==> src/rtl/temporizador_nivel2.sv <==
// temporizador_nivel2 -- three-digit BCD countdown timer (M:ST) with serial
// digit entry. Digits are shifted in from the right while en=0 and count down
// once per 1 Hz tick while en=1, holding at 0:00.
// Optional feature: define TEMPORIZADOR_DONE_PULSE_EN to add a one-cycle
// 'done' output that fires when a tick brings the count to 0:00.
module temporizador_nivel2 (
   input  logic       clk,
   input  logic       clearn,
   input  logic [3:0] D,
   input  logic       loadn,
   input  logic       pgt_1Hz,
   input  logic       en,
   output logic [3:0] sec_ones,
   output logic [3:0] sec_tens,
   output logic [3:0] mins,
`ifdef TEMPORIZADOR_DONE_PULSE_EN
   output logic       done,
`endif
   output logic       zero
);

   // Registered copies of the strobes used for edge detection.
   logic       loadn_q, loadn_d;
   logic       pgt_q, pgt_d;
   // Cleared by reset; the first clk edge after release only seeds the
   // registered copies, so a level already present at release never
   // looks like an edge.
   logic       armed_q, armed_d;
   // Detected edges are held one cycle before they touch the digits.
   logic       load_pend_q, load_pend_d;
   logic       tick_pend_q, tick_pend_d;
   logic [3:0] d_q, d_d;
   // Digit registers.
   logic [3:0] sec_ones_q, sec_ones_d;
   logic [3:0] sec_tens_q, sec_tens_d;
   logic [3:0] mins_q, mins_d;

   logic       load_evt, tick_evt;
   logic       load_ok, tick_ok;

   // Edge detection: input compared against its registered copy.
   always_comb begin
      load_evt = armed_q & loadn_q & ~loadn;
      tick_evt = armed_q & ~pgt_q & pgt_1Hz;
   end

   // Acceptance of pending events against the current mode and count.
   always_comb begin
      load_ok = load_pend_q & ~en & (d_q <= 4'd9);
      tick_ok = tick_pend_q & en & ~zero;
   end

   // Next-state for the edge-detection and pending-event registers.
   always_comb begin
      armed_d     = 1'b1;
      loadn_d     = loadn;
      pgt_d       = pgt_1Hz;
      load_pend_d = load_evt;
      tick_pend_d = tick_evt;
      d_d         = load_evt ? D : d_q;
   end

   // Next-state for the digits: left shift on load, BCD borrow chain on tick.
   always_comb begin
      sec_ones_d = sec_ones_q;
      sec_tens_d = sec_tens_q;
      mins_d     = mins_q;
      if (load_ok) begin
         mins_d     = sec_tens_q;
         sec_tens_d = sec_ones_q;
         sec_ones_d = d_q;
      end else if (tick_ok) begin
         if (sec_ones_q != 4'd0) begin
            sec_ones_d = sec_ones_q - 4'd1;
         end else begin
            sec_ones_d = 4'd9;
            if (sec_tens_q != 4'd0) begin
               sec_tens_d = sec_tens_q - 4'd1;
            end else begin
               // zero=0 guarantees mins is non-zero on this path.
               sec_tens_d = 4'd5;
               mins_d     = mins_q - 4'd1;
            end
         end
      end
   end

   // State registers with asynchronous active-low clear.
   always_ff @(posedge clk or negedge clearn) begin
      if (!clearn) begin
         loadn_q     <= 1'b1;
         pgt_q       <= 1'b0;
         armed_q     <= 1'b0;
         load_pend_q <= 1'b0;
         tick_pend_q <= 1'b0;
         d_q         <= 4'd0;
         sec_ones_q  <= 4'd0;
         sec_tens_q  <= 4'd0;
         mins_q      <= 4'd0;
      end else begin
         loadn_q     <= loadn_d;
         pgt_q       <= pgt_d;
         armed_q     <= armed_d;
         load_pend_q <= load_pend_d;
         tick_pend_q <= tick_pend_d;
         d_q         <= d_d;
         sec_ones_q  <= sec_ones_d;
         sec_tens_q  <= sec_tens_d;
         mins_q      <= mins_d;
      end
   end

   // Outputs follow the digit registers directly.
   always_comb begin
      sec_ones = sec_ones_q;
      sec_tens = sec_tens_q;
      mins     = mins_q;
      zero     = (sec_ones_q == 4'd0) && (sec_tens_q == 4'd0) && (mins_q == 4'd0);
   end

`ifdef TEMPORIZADOR_DONE_PULSE_EN
   logic done_q, done_d;

   // done is set only by a tick that lands on 0:00, so loads and reset never fire it.
   always_comb begin
      done_d = tick_ok && (sec_ones_d == 4'd0) && (sec_tens_d == 4'd0) && (mins_d == 4'd0);
   end

   // done register, cleared asynchronously with the rest of the state.
   always_ff @(posedge clk or negedge clearn) begin
      if (!clearn) begin
         done_q <= 1'b0;
      end else begin
         done_q <= done_d;
      end
   end

   assign done = done_q;
`endif

endmodule

==> config.mk <==
export PLATFORM = sky130hd
export DESIGN_NAME = temporizador_nivel2
export DESIGN_NICKNAME = d
export VERILOG_FILES = /design/src/rtl/temporizador_nivel2.sv
export SDC_FILE = /design/constraint.sdc
export NUM_CORES = 1
export LEC_CHECK = 0
export CAP_MARGIN = 20
export CORE_ASPECT_RATIO = 0.8
export CORE_MARGIN = 1.5
export CORE_UTILIZATION = 48
export CTS_CLUSTER_SIZE = 24
export DETAILED_ROUTE_END_ITERATION = 12
export GPL_ROUTABILITY_DRIVEN = 0
export PLACE_DENSITY = 0.79
export REMOVE_ABC_BUFFERS = 1
export SYNTH_ARGS = -nofsm -noshare
export SYNTH_HDL_FRONTEND = slang
export SYNTH_SLANG_ARGS = --single-unit
export TNS_END_PERCENT = 100
==> constraint.sdc <==
create_clock -name clk -period 2.95 [get_ports clk]
set_input_delay 0.4425 -clock clk [delete_from_list [all_inputs] [get_ports clk]]
set_output_delay 0.4425 -clock clk [all_outputs]
set_load 0.05 [all_outputs]
==> impl_summary.txt <==
----------------------------------------------------
[Outcome]
  Run status ... completed

[Yosys]
  Count of state elements after synthesis ... 21
  Post-synth ARST share ... 1.00
  Synthesized area divided by synthesized cell count ... 10.1 sq um
  Area leader, netlist ... dfrtp_1
  Top_reg_cell synth ... dfrtp_1
  Sequential cell area fraction in the yosys report ... 0.526
  Count of warnings emitted by yosys ... 0
  Top cell type's share of synthesized area ... 0.500
  Cell with the most instances after synthesis ... dfrtp_1
  Post-Synthesis Cells ... 99
  Most frequent cells after synthesis ... dfrtp_1, nor2_1, nand2_1
  Cell area after synthesis ... roughly 1000 sq um
  Leading cell types by total area after synthesis ... dfrtp_1, nor2_1, mux2_2, a31oi_1, mux2i_1
  Post-synthesis cell type count ... 32
  Number of synthesized flops with an enable pin ... 0

[STA]
  Worst relative slew slack ... 0.396
  Period utilisation layout ... 0.816
  Setup_tns ... 0 ps
  Setup repair after global routing missed its margin ... false
  Clock tree skew after final layout ... approximately 2.2 ps
  Slew @ Worst Pin ... ~900 ps
  Final Hold Violating Endpoints ... 0
  Final critical path time including I/O delays and setup ... about 2400 ps
  Peak Freq ... between 400 and 500 MHz
  Final setup fails ... 0
  Max-slew violation count ... 0

[Clocking]
  Number of buffers inserted by post-CTS setup repair ... 0
  Sinks on Clock Net ... 21
  CTS H-Tree Depth ... 1
  Clk slew on worst S/H paths ... approximately 120 ps
  Insertion delay of the later-clocked pin in the worst-skew pair ... approximately 310 ps
  Clock buffer count from CTS ... 3
  Root Driver ... clkbuf_4
  Number of buffers between clock root and the deepest sink ... 2
  CTS tree ... built

[Global routing]
  All-layer global routing usage ... 0.190
  Initial antenna violation count ... 0
  Grt ovf ... 0
  Pin count of the biggest net entering global routing ... 22
  Wire length of the first global-routing pass ... 3060 microns
  Via count of the first global-routing pass ... roughly 700

[Floorplanning]
  Effective utilization at floorplan ... 0.519
  Number of core rows ... 14
  Die Wd ... around 54 microns
  Die height ... ~44 microns
  Count of pins on the block boundary ... 22
  Area of the die ... approximately 2400 sq um
  Placeable core region ... between 1500 and 2000 sq um

[Pwr]
  Areal power density over the cells ... about 1000 nW/um^2
  Total power draw ... around 1.3 mW
  Max IR drop VDD ... 0.538 mV
  LEAKAGE ... between 0.5 and 0.6 nW

[Placement]
  Hpwl dp ... 1350 microns
  Port Buffers ... 21
  DP Cell Count ... between 100 and 150
  Cell area reported after detailed placement ... 1230 sq um

[Cells and area]
  Post-route non-filler standard cell count ... between 100 and 150
  Share of layout cells above drive strength 1 ... 0.0909
  Count of fill cells added during filler insertion ... approximately 160
  Final non-filler cell area ... 1260 sq um
  Number of antenna cells inserted ... 0
  Net count, final ... roughly 130
  Area of the multi-input gates ... 443 sq um
  Total area of sequential cells ... about 530 sq um
  Area Overhead vs Synth ... 26.0%
  Post-route core utilization ... 0.655

[Routing]
  Remaining DRCs ... 0
  Overall routed net length ... approximately 1900 microns
  Starting DRT DRC Count ... 12
  Detailed-route wire length per cell ... 12.8 microns
  Router iterations before antenna repair ... 4
  Via-per-instance ratio ... 5.43
  Antenna viol nets, final ... 0
  Total via count in the routed design ... 787

[Setup path]
  Required @ worst endpoint ... 2510 ps
  Crit-path max cell delay ... 420 ps
  Startpoint types ... flip-flop
  Launching point of the worst reg2reg path ... sec_ones[1]
  Crit. Startpoint ... mins[0]
  Max FO, Critical Path ... 3
  Worst setup path class ... flip-flop to primary output
  Slowest stage cell, crit path ... dfrtp_1
  Crit. End Element ... primary output
  Critical path data arrival time ... 1960 ps
  Worst-case reg-to-reg path depth ... 4
  Critical Path, Cell by Cell ... inv_1 -> ha_1 -> nor3b_1 -> nand2_1 -> nor2_1 -> dlymetal6s2s_1

[Job]
  Max_cap viols ... 0

[Min path]
  Origin of the worst min-delay path ... pgt_q
  Hold WC Path Type ... flip-flop to flip-flop
  Worst hold path stage count ... 1

----------------------------------------------------
cell usage in the layout (no fill, tap or decap), types with 2 or more instances in the layout:
cell             synthesis  routed
o21ai_1                  2       2
nand2_1                  7       7
clkdlybuf4s50_1          0      20
mux2_2                   5       5
ha_1                     2       2
or3_1                    3       3
nand3_1                  2       2
nor2_1                  16      16
a31oi_1                  5       5
clkbuf_4                 0       3
a21oi_1                  4       4
dfrtp_1                 20      20
xnor2_1                  2       2
mux2i_1                  3       3
or4_1                    3       3
o21ai_0                  2       2
inv_1                    5       5
state kept, by name, summed over array words and instances, names as in the netlist:
register,count
sec_tens,4
armed_q,1
d_q,4
sec_ones,4
mins,4
load_pend_q,1
loadn_q,1
tick_pend_q,1
pgt_q,1
layer usage:
layer,global-route usage,up-vias,part of all wire
li1,-,397,-
met1,0.211,367,0.43
met2,0.332,18,0.50
met3,0.0724,5,0.054
met4,0.0600,0,0.015
met5,0,-,0
critical path, delay by kind of cell (launching register included):
kind | cells | cell delay, ps
fa+ha+maj | 1 | 140
buf+inv | 2 | 540
simple gates | 3 | 540
flops | 1 | 420
repair_timing:
action / in CTS / in global routing
resized for setup: 0 / 1
hold buffers: 0 / 0
endpoints found under the setup margin: 0 / 1
area by class of cell:
type / instances / area share
clock buffer: 3 / 0.0179
clock inverter: 1 / 0.00595
inverter: 5 / 0.0149
multi-input combinational: 70 / 0.351
sequential: 21 / 0.418
tap: 24 / 0.0238
timing repair buffer: 21 / 0.169
final timing paths:
kind / to / slack, ps
min reg2reg: tick_pend_q / 530
min: tick_pend_q / 530
max in group asynchronous: load_pend_q / 1780
max: zero / 540
min in group asynchronous: mins[3] / 620
max reg2reg: mins[3] / 670
kinds of logic (layout without fill, tap and decap cells):
kind of cell               Yosys count  in the layout  synth area share
xor gates and xnor gates             2              2            0.0175
AOI/OAI and AO/OA                   18             18             0.111
muxes                                8              8            0.0862
other                                1              1           0.00375
and+or+nand+nor                     39             39             0.199
DFF                                 21             21             0.526
adders and majority gates            2              2            0.0250
buffers and inverters                8             30            0.0313
through the flow:
stage                     hold WS (ps)  worst slack, ps
after floorplan                    147              540
after global placement             499              563
after detailed placement           507              520
after CTS                          526              123
after global routing               538              383
final                              530              544
power breakdown:
group          switching (mW)  internal [mW]  total (mW)
Sequential              0.123          0.376       0.499
Combinational           0.391          0.229       0.620
Clock                  0.0939         0.0518       0.146
Total                   0.608          0.657        1.26
No activity file was read; power rests on OpenSTA's default activity.
